--- src/rtl/rx_pkg.sv ---
// Shared types and sizing helpers for the receive bit controller.
package rx_pkg;

    typedef enum logic [2:0] {
        IDLE,
        START,
        DATA,
        PARITY,
        STOP,
        DONE
    } rx_state_t;

    function automatic int timer_width(input int clks);
        return (clks <= 2) ? 1 : $clog2(clks);
    endfunction

endpackage

--- src/rtl/rx_bit_timer.sv ---
// Bit-period timer: wraps 0..CLKS_PER_BIT-1, flags the bit centre and the cycle before it.
module rx_bit_timer
    import rx_pkg::*;
#(
    parameter int CLKS_PER_BIT = 10
) (
    input  logic clk,
    input  logic rst,
    input  logic clear,
    output logic sample,
    output logic pre_sample
);

    localparam int TW = timer_width(CLKS_PER_BIT);
    localparam logic [TW-1:0] LAST = TW'(CLKS_PER_BIT - 1);
    localparam logic [TW-1:0] HALF = TW'(CLKS_PER_BIT / 2);
    localparam logic [TW-1:0] PRE  = TW'(CLKS_PER_BIT / 2 - 1);

    logic [TW-1:0] count;

    // NOTE: sequential state uses non-blocking assignments so every flop samples pre-edge values.
    always_ff @(posedge clk) begin
        if (rst || clear) begin
            count <= '0;
        end else if (count == LAST) begin
            count <= '0;
        end else begin
            count <= count + 1'b1;
        end
    end

    assign sample     = (count == HALF);
    assign pre_sample = (count == PRE);

endmodule

--- src/rtl/rx_bit_ctrl.sv ---
// Receive bit controller: synchroniser, start detect, bit timing and stop/parity checking.
// Optional even-parity checking is enabled by defining RX_PARITY_EN.
module rx_bit_ctrl
    import rx_pkg::*;
#(
    parameter int CLKS_PER_BIT = 10,
    parameter int NUM_BITS     = 8
) (
    input  logic clk,
    input  logic rst,
    input  logic serial_in,
    output logic serial_sync,
    output logic shift_strobe,
    output logic rx_busy,
    output logic packet_done,
    output logic framing_error
`ifdef RX_PARITY_EN
    ,
    output logic parity_error
`endif
);

    localparam int CW = $clog2(NUM_BITS + 1);
    localparam logic [CW-1:0] LAST_BIT = CW'(NUM_BITS - 1);

    rx_state_t     state;
    logic [CW-1:0] bit_count;
    logic          sync_meta;
    logic          sync_prev;
    logic [1:0]    sync_fill;
    logic          armed;
    logic          start_edge;
    logic          idle_like;
    logic          sample;
    logic          pre_sample;
    logic          timer_clear;
`ifdef RX_PARITY_EN
    logic          parity_acc;
`endif

    // The reset-value 1s in the sync chain are not real line samples; sync_fill
    // marks when serial_sync carries a genuine sample, so only a real high arms detection.
    always_ff @(posedge clk) begin
        if (rst) begin
            sync_meta   <= 1'b1;
            serial_sync <= 1'b1;
            sync_prev   <= 1'b1;
            sync_fill   <= 2'b00;
            armed       <= 1'b0;
        end else begin
            sync_meta   <= serial_in;
            serial_sync <= sync_meta;
            sync_prev   <= serial_sync;
            sync_fill   <= {sync_fill[0], 1'b1};
            if (sync_fill[1] && serial_sync) begin
                armed <= 1'b1;
            end
        end
    end

    assign start_edge = armed & sync_prev & ~serial_sync;
    assign idle_like  = (state == IDLE) || (state == DONE);
    assign rx_busy    = (state != IDLE);

    // Timer reads 0 in the start-edge cycle: it is held at 0 whenever the next state is IDLE or DONE.
    assign timer_clear = (idle_like && !start_edge) ||
                         (sample && ((state == START && serial_sync) || state == STOP));

    rx_bit_timer #(
        .CLKS_PER_BIT(CLKS_PER_BIT)
    ) u_timer (
        .clk       (clk),
        .rst       (rst),
        .clear     (timer_clear),
        .sample    (sample),
        .pre_sample(pre_sample)
    );

    always_ff @(posedge clk) begin
        if (rst) begin
            state         <= IDLE;
            bit_count     <= '0;
            shift_strobe  <= 1'b0;
            packet_done   <= 1'b0;
            framing_error <= 1'b0;
`ifdef RX_PARITY_EN
            parity_acc    <= 1'b0;
            parity_error  <= 1'b0;
`endif
        end else begin
            // Strobe is registered one cycle early so it is high in the bit-centre cycle itself.
            shift_strobe <= (state == DATA) && pre_sample;
            packet_done  <= 1'b0;
            case (state)
                IDLE, DONE: begin
                    bit_count <= '0;
                    if (start_edge) begin
                        state         <= START;
                        framing_error <= 1'b0;
`ifdef RX_PARITY_EN
                        parity_acc    <= 1'b0;
                        parity_error  <= 1'b0;
`endif
                    end else begin
                        state <= IDLE;
                    end
                end
                START: begin
                    if (sample) begin
                        state <= serial_sync ? IDLE : DATA;
                    end
                end
                DATA: begin
                    if (sample) begin
                        bit_count <= bit_count + 1'b1;
`ifdef RX_PARITY_EN
                        parity_acc <= parity_acc ^ serial_sync;
                        if (bit_count == LAST_BIT) begin
                            state <= PARITY;
                        end
`else
                        if (bit_count == LAST_BIT) begin
                            state <= STOP;
                        end
`endif
                    end
                end
`ifdef RX_PARITY_EN
                PARITY: begin
                    if (sample) begin
                        parity_error <= parity_acc ^ serial_sync;
                        state        <= STOP;
                    end
                end
`endif
                STOP: begin
                    if (sample) begin
                        framing_error <= ~serial_sync;
                        packet_done   <= 1'b1;
                        state         <= DONE;
                    end
                end
                default: state <= IDLE;
            endcase
        end
    end

endmodule

--- config.mk ---
export PLATFORM = sky130hd
export DESIGN_NAME = rx_bit_ctrl
export DESIGN_NICKNAME = d
export VERILOG_FILES = /design/src/rtl/rx_pkg.sv /design/src/rtl/rx_bit_timer.sv /design/src/rtl/rx_bit_ctrl.sv
export SDC_FILE = /design/constraint.sdc
export NUM_CORES = 1
export LEC_CHECK = 0
export BUFFER_PORTS_ARGS = -buffer_cell sky130_fd_sc_hd__clkbuf_2
export CORE_ASPECT_RATIO = 0.75
export CORE_MARGIN = 4
export CORE_UTILIZATION = 53
export CTS_BUF_LIST = sky130_fd_sc_hd__clkbuf_8
export DETAILED_ROUTE_END_ITERATION = 10
export PLACE_DENSITY = 0.75
export SLEW_MARGIN = 10
export SYNTH_ARGS = -nofsm -noshare
export SYNTH_HDL_FRONTEND = slang
export SYNTH_SLANG_ARGS = --single-unit
--- constraint.sdc ---
create_clock -name clk -period 1.5 [get_ports clk]
set_input_delay 0.075 -clock clk [delete_from_list [all_inputs] [get_ports clk]]
set_output_delay 0.075 -clock clk [all_outputs]
set_load 0.005 [all_outputs]
==> flow_summary.toml, run 1 <==
[status]
status = "complete, no violations"

[power_and_ir_drop]
vdd_drop_max_mv = 0.9161
p_int_w = 0.0009142
power_switching_share_pct = 18.06
p_sw_w = 0.0002015
seqPwrFrac_pct = 48.7
p_per_area_mw_per_mm2 = 957.8
power_frac_clock_pct = 47.6
power.leakage_nw = 0.4384
p_comb_share_pct = 3.7

[routing]
wl_per_cell_um = 14.39
vias_per_cell = 5.671
vias = 794
postRouteAntennaNets = 0
met1_length_um = 894
wl_met2_um = 995
dr_wl_met3_um = 124
drt_iter0_markers = 29
top_layer = "met3"
firstDrtPassIters = 4
routed_wl_um = 2014
drc = 0

[yosys]
synth-seq-cells = 20
ys_types = 41
yosys_warnings = 0
yosysTopAreaCellShare_pct = 43.54
synth_most_common_cell = "dfxtp_1"
seq_area_frac_synth_pct = 43.54
syn_nets = 107
yosysTopAreaCell = "dfxtp_1"
synth.avg_cell_area_um2 = 9.196
synth_area_leaders = "dfxtp_1, ha_1, nand2_1"
ys_top_cells_by_count = "dfxtp_1, nand2_1, nor2_1"
syn-instance-count = 100
netlist_area_um2 = 919.6
async_flop_share_pct = 0
synth-edff-count = 0
synth_ff_type = "dfxtp_1"

[sta]
finalSetupViolCount = 0
fin_tns_setup_ns = 0
worstMarginPinSlew_ns = 0.3390
fin_crit_sh_pct = 96.61
finalMaxSlewViolations = 0
final-hold-violation-count = 0
clock_skew_ns = 0.001397
fin_crit_ns = 1.449
fmax_ghz = 0.6901
slew_headroom_pct = 77.09

[cells_and_area]
num-fill-cells = 121
drive_above_1_share_pct = 27.73
final_area_mm2 = 0.001165
seqCellArea_um2 = 400.4
syn_to_final_growth_pct = 26.67
final_nets = 127
antenna_cells = 0
fin_cells = 140
multi_input_area_um2 = 505.5

[place]
port_buffers = 7
placed_cell_area_mm2 = 0.001052
hpwl_um = 1404
gp_congestion = 0.8000
placed_cells = 135

[floorplanning]
dieArea_mm2 = 0.002473
core_mm2 = 0.001562
die_y_um = 44.08
start_util_pct = 58.89
ios = 8
fp.dieW_um = 56.10
row_count = 12

[worst_setup_path]
end_kind = "register"
setup.worst_path.class = "register to register"
timing.rr.end = "bit_count[0]"
critPathRequiredTime_ns = 1.69
rr_worst_depth = 4
cp-startpoint = "state[1]"
path_max_fanout = 3
critPathLaunchType = "register"
regToRegSetupSlack_ns = 0.05
critPathSlowestCell = "or3b_4"
r2r_start = "state[1]"
cp.arrival_ns = 1.64
max_stage_delay_ns = 0.39
critical_path.cell_chain = "or3b_4 -> buf_4 -> or4_1 -> o21ai_1"

[clocking]
root_buffer = "clkbuf_8"
clock-sinks = 20
clk_path_buf_depth = 2
htree_levels = 1
clk_latency_ns = 0.26
cts_tree = "done"
cts_buffers = 3
cts.clk_slew.worst_paths_ns = 0.07

[global_routing]
grt_pass1_vias = 725
grt.overflow.total = 0
grt_usage_pct = 17.13
grt_max_degree = 14
grt_first_pass_wirelength_um = 3325
grt_antenna_before_repair = 0

[hold_path]
hold_depth = 3
hp-class = "primary input to register"
hp-start = "rst"
worstHoldEndpoint = "bit_count[0]"

[flow_run]
cap_violations = 0
## power by group through the flow
| stage | sequential (W) | combinational, W | clock (W) |
|---|---|---|---|
| final | 0.000543 | 0.0000409 | 0.000532 |
| after global routing | 0.000544 | 0.0000457 | 0.000567 |
| after CTS | 0.000543 | 0.0000397 | 0.000541 |
| after detailed placement | 0.000555 | 0.0000371 | 0 |
| after global placement | 0.000555 | 0.0000360 | 0 |
| after floorplan | 0.000556 | 0.0000200 | 0 |
## per-stage QoR
stage | util [%] | setup slack, ns | hold WS [ns] | power [W]
2_1_floorplan | - | 0.01380 | 0.1788 | 0.0005760
5_1_grt | 74.60 | -0.001560 | 0.1349 | 0.001156
6_report | 74.60 | 0.05089 | 0.1229 | 0.001116
4_1_cts | 73.64 | 0.007438 | 0.1171 | 0.001124
3_5_place_dp | 67.39 | -0.01514 | 0.2638 | 0.0005924
3_3_place_gp | 67.39 | -0.01281 | 0.2602 | 0.0005911
## repair_timing
action	CTS	global route
pin swaps	0	1
hold buffers	1	0
gates resized for setup	3	5
buffers inserted	0	0
endpoints found under the hold margin	1	0
endpoints found under the setup margin	7	8
## critical path: cells and delay by family (launching register included)
kind / cells / cell delay, ns
AOI/OAI and AO/OA: 1 / 0.09
buffers and inverters: 1 / 0.16
DFF: 1 / 0.36
and+or+nand+nor: 2 / 0.78
## placed cells by master (no fill, tap or decap), drive strengths merged, types with 4 or more instances in the layout
| cell type | instances |
|---|---|
| clkbuf | 10 |
| nand2 | 7 |
| a21oi | 4 |
| dfxtp | 20 |
| nand3 | 4 |
| inv | 4 |
| ha | 4 |
| nor2 | 5 |
| buf | 13 |
## kinds of logic after synthesis
family                     Yosys count  synth area share, %
and+or+nand+nor                     43                28.16
DFF                                 20                43.54
AOI/OAI and AO/OA                   18                14.02
buffers and inverters               11                4.897
adders and majority gates            4                5.442
xor gates and xnor gates             3                2.858
muxes                                1                1.088
## state kept, by name, summed over array words and instances, names as in the netlist
register       cells
bit_count          4
u_timer.count      4
state              3
sync_fill          2
armed              1
framing_error      1
packet_done        1
serial_sync        1
shift_strobe       1
sync_meta          1
sync_prev          1
## how the worst max path moves through the flow
stage	slack, ns	cells past startpoint	end
floorplan	0.01	4	bit_count[3]
global placement	-0.01	6	state[1]
detailed placement	-0.02	5	bit_count[3]
CTS	0.007	5	bit_count[3]
global route	-0.002	6	bit_count[3]
finish	0.05	4	bit_count[0]
## routing by layer
layer / GRT usage (%) / up-vias
li1: - / 394
met1: 20.64 / 372
met2: 30.30 / 28
met3: 5.248 / 0
met4: 4.265 / 0
met5: 0 / -
## final cells by class
type	instances	share of cell area (%)
clock inverters	1	2.578
repair buffers	21	12.24
multi-input cells	69	43.39
inverters	5	1.611
well taps	21	2.256
clock buffers	3	3.545
flip-flops and latches	20	34.37
(Power assumes the default switching activity.)
==> run 2, diff against run 1 <==
--- a/config.mk
+++ b/config.mk
@@ -12,6 +12,7 @@
 export CTS_BUF_LIST = sky130_fd_sc_hd__clkbuf_8
 export DETAILED_ROUTE_END_ITERATION = 10
 export PLACE_DENSITY = 0.75
+export REMOVE_ABC_BUFFERS = 1
 export SLEW_MARGIN = 10
 export SYNTH_ARGS = -nofsm -noshare
 export SYNTH_HDL_FRONTEND = slang
==> run 2 against run 1 <==
The flow now finishes with violations (setup timing); highest routed layer is now met4; first-iteration DRC count decreased by 14%; combinational power decreased by 6.4%; sequential share of layout area decreased by 1.6 points; hold slack got worse by 0.12 ns; wire length increased by 16%; global-route usage increased by 0.97 points; power decreased by 0.12%.
==> flow_summary.toml, run 2 (synthesis gave the netlist of run 1 again) <==
[status]
status = "finished, violations left"
violations = "setup timing"

[power_and_ir_drop]
vdd_drop_max_mv = 0.7988
p_int_w = 0.0009119
p_comb_share_pct = 3.4
seqPwrFrac_pct = 48.8
p_total_w = 0.001114
p_sw_w = 0.0002025
power_frac_clock_pct = 47.8
p_per_area_mw_per_mm2 = 908.0
power_switching_share_pct = 18.17
power.leakage_nw = 0.4547

[worst_setup_path]
critPathSlowestCell = "dfxtp_1"
cp.arrival_ns = 1.66
critical_path.cell_chain = "inv_2 -> ha_4 -> nand3b_1 -> buf_4 -> buf_4 -> o31ai_4 -> a21oi_2"
critPathBufInv = 3
max_stage_delay_ns = 0.33
crit_top_cell = "buf_4"
critPathLaunchType = "register"
end_kind = "register"
path_delay_family = "buffers and inverters"
setup.worst_path.class = "register to register"
critPathRequiredTime_ns = 1.64
path_max_fanout = 4

[clocking]
cts_buffers = 3
htree_levels = 1
clock-sinks = 20
clk_latency_ns = 0.26
cts_tree = "done"
clk_path_buf_depth = 2
cts.clk_slew.worst_paths_ns = 0.07
root_buffer = "clkbuf_8"

[sta]
fin_tns_setup_ns = -0.01937
worstMarginPinSlew_ns = 0.3264
fin_crit_ns = 1.519
fin_crit_sh_pct = 101.3
final-hold-violation-count = 0
hold_slack_ns = 0.004610
slew_headroom_pct = 78.01
finalWorstSetupSlack_ns = -0.01937
clock_skew_ns = 0.001858
fmax_ghz = 0.6582
finalMaxSlewViolations = 0
rsz0062_at_grt = "yes"
finalSetupViolCount = 1

[global_routing]
grt_max_degree = 14
grt.overflow.total = 0
grt_first_pass_wirelength_um = 3381
grt_pass1_vias = 779
grt_antenna_before_repair = 0
grt_usage_pct = 18.10

[flow_run]
cap_violations = 0

[cells_and_area]
syn_to_final_growth_pct = 33.47
final_common_cell = "dfxtp_1"
drive_above_1_share_pct = 34.43
final_cell_mix = "dfxtp_1, buf_4, nand2_1, clkbuf_2, nor2_1"
antenna_cells = 0
fin_cells = 143
reg.largest.list = "bit_count (4), u_timer.count (4), state (3)"
final_nets = 130

[routing]
drc = 0
drt_iter0_markers = 25
routed_wl_um = 2337
vias_per_cell = 5.874
vias = 840
wl_per_cell_um = 16.34
firstDrtPassIters = 4
postRouteAntennaNets = 0

[hold_path]
hp-class = "primary input to register"

[place]
gp_congestion = 0.8954
hpwl_um = 1447
placed_cells = 136
port_buffers = 7

[floorplanning]
core_mm2 = 0.001562
fp.dieW_um = 56.10
ios = 8
die_y_um = 44.08
dieArea_mm2 = 0.002473
row_count = 12
start_util_pct = 58.89
-- run 2: worst register-to-register path, cell delays in order, from the launching register on --
cell	delay, ns
dfxtp_1	0.33
inv_2	0.08
ha_4	0.14
nand3b_1	0.18
buf_4	0.20
buf_4	0.14
o31ai_4	0.25
a21oi_2	0.08
-- run 2: final cells by class --
type,count,area [µm²]
Inverter,5,18.77
Clock inverter,1,30.03
Tap cell,21,26.28
Sequential cell,20,401.6
Fill cell,118,334.1
Clock buffer,3,41.29
Timing Repair Buffer,24,162.7
Multi-Input combinational cell,69,546.8
-- run 2: routing by layer --
layer  global-route usage [%]  part of all wire, %
met3                    6.706                  4.7
met2                    31.24                   50
met1                    20.00                   44
met4                    9.005                  1.4
met5                        0                    0
-- run 2: timing repair --
| item | in CTS | in global routing |
|---|---|---|
| cloned | 0 | 0 |
| pin swaps | 2 | 0 |
| resized for setup | 6 | 9 |
| setup buffers | 1 | 2 |
| hold buffers | 0 | 0 |
| endpoints found under the setup margin | 8 | 11 |
-- run 2: worst paths after layout --
path | slack (ns) | startpoint | end | cells past startpoint
hold reg to reg | 0.44 | sync_fill[0] | sync_fill[1] | 1
hold / removal | 0.005 | serial_in | sync_meta | 2
setup reg to reg | -0.02 | u_timer.count[1] | bit_count[3] | 7
setup / recovery | -0.02 | u_timer.count[1] | bit_count[3] | 7
-- run 2: through the flow --
step,worst slack [ns],instance area (µm²),util (%)
detailed placement,-0.07713,1060,67.87
CTS,0.0006116,1160,74.28
global placement,0.008922,1060,67.87
floorplan,-0.04457,893.4,-
global route,-0.07655,1227,78.61
finish,-0.01937,1227,78.61
-- run 2: power by group through the flow --
| stage | Sequential, W | Combinational, W | Clock (W) |
|---|---|---|---|
| global route | 0.000545 | 0.0000427 | 0.000564 |
| CTS | 0.000543 | 0.0000358 | 0.000547 |
| finish | 0.000544 | 0.0000383 | 0.000532 |
| floorplan | 0.000557 | 0.0000159 | 0 |
| detailed placement | 0.000556 | 0.0000354 | 0 |
| global placement | 0.000555 | 0.0000341 | 0 |
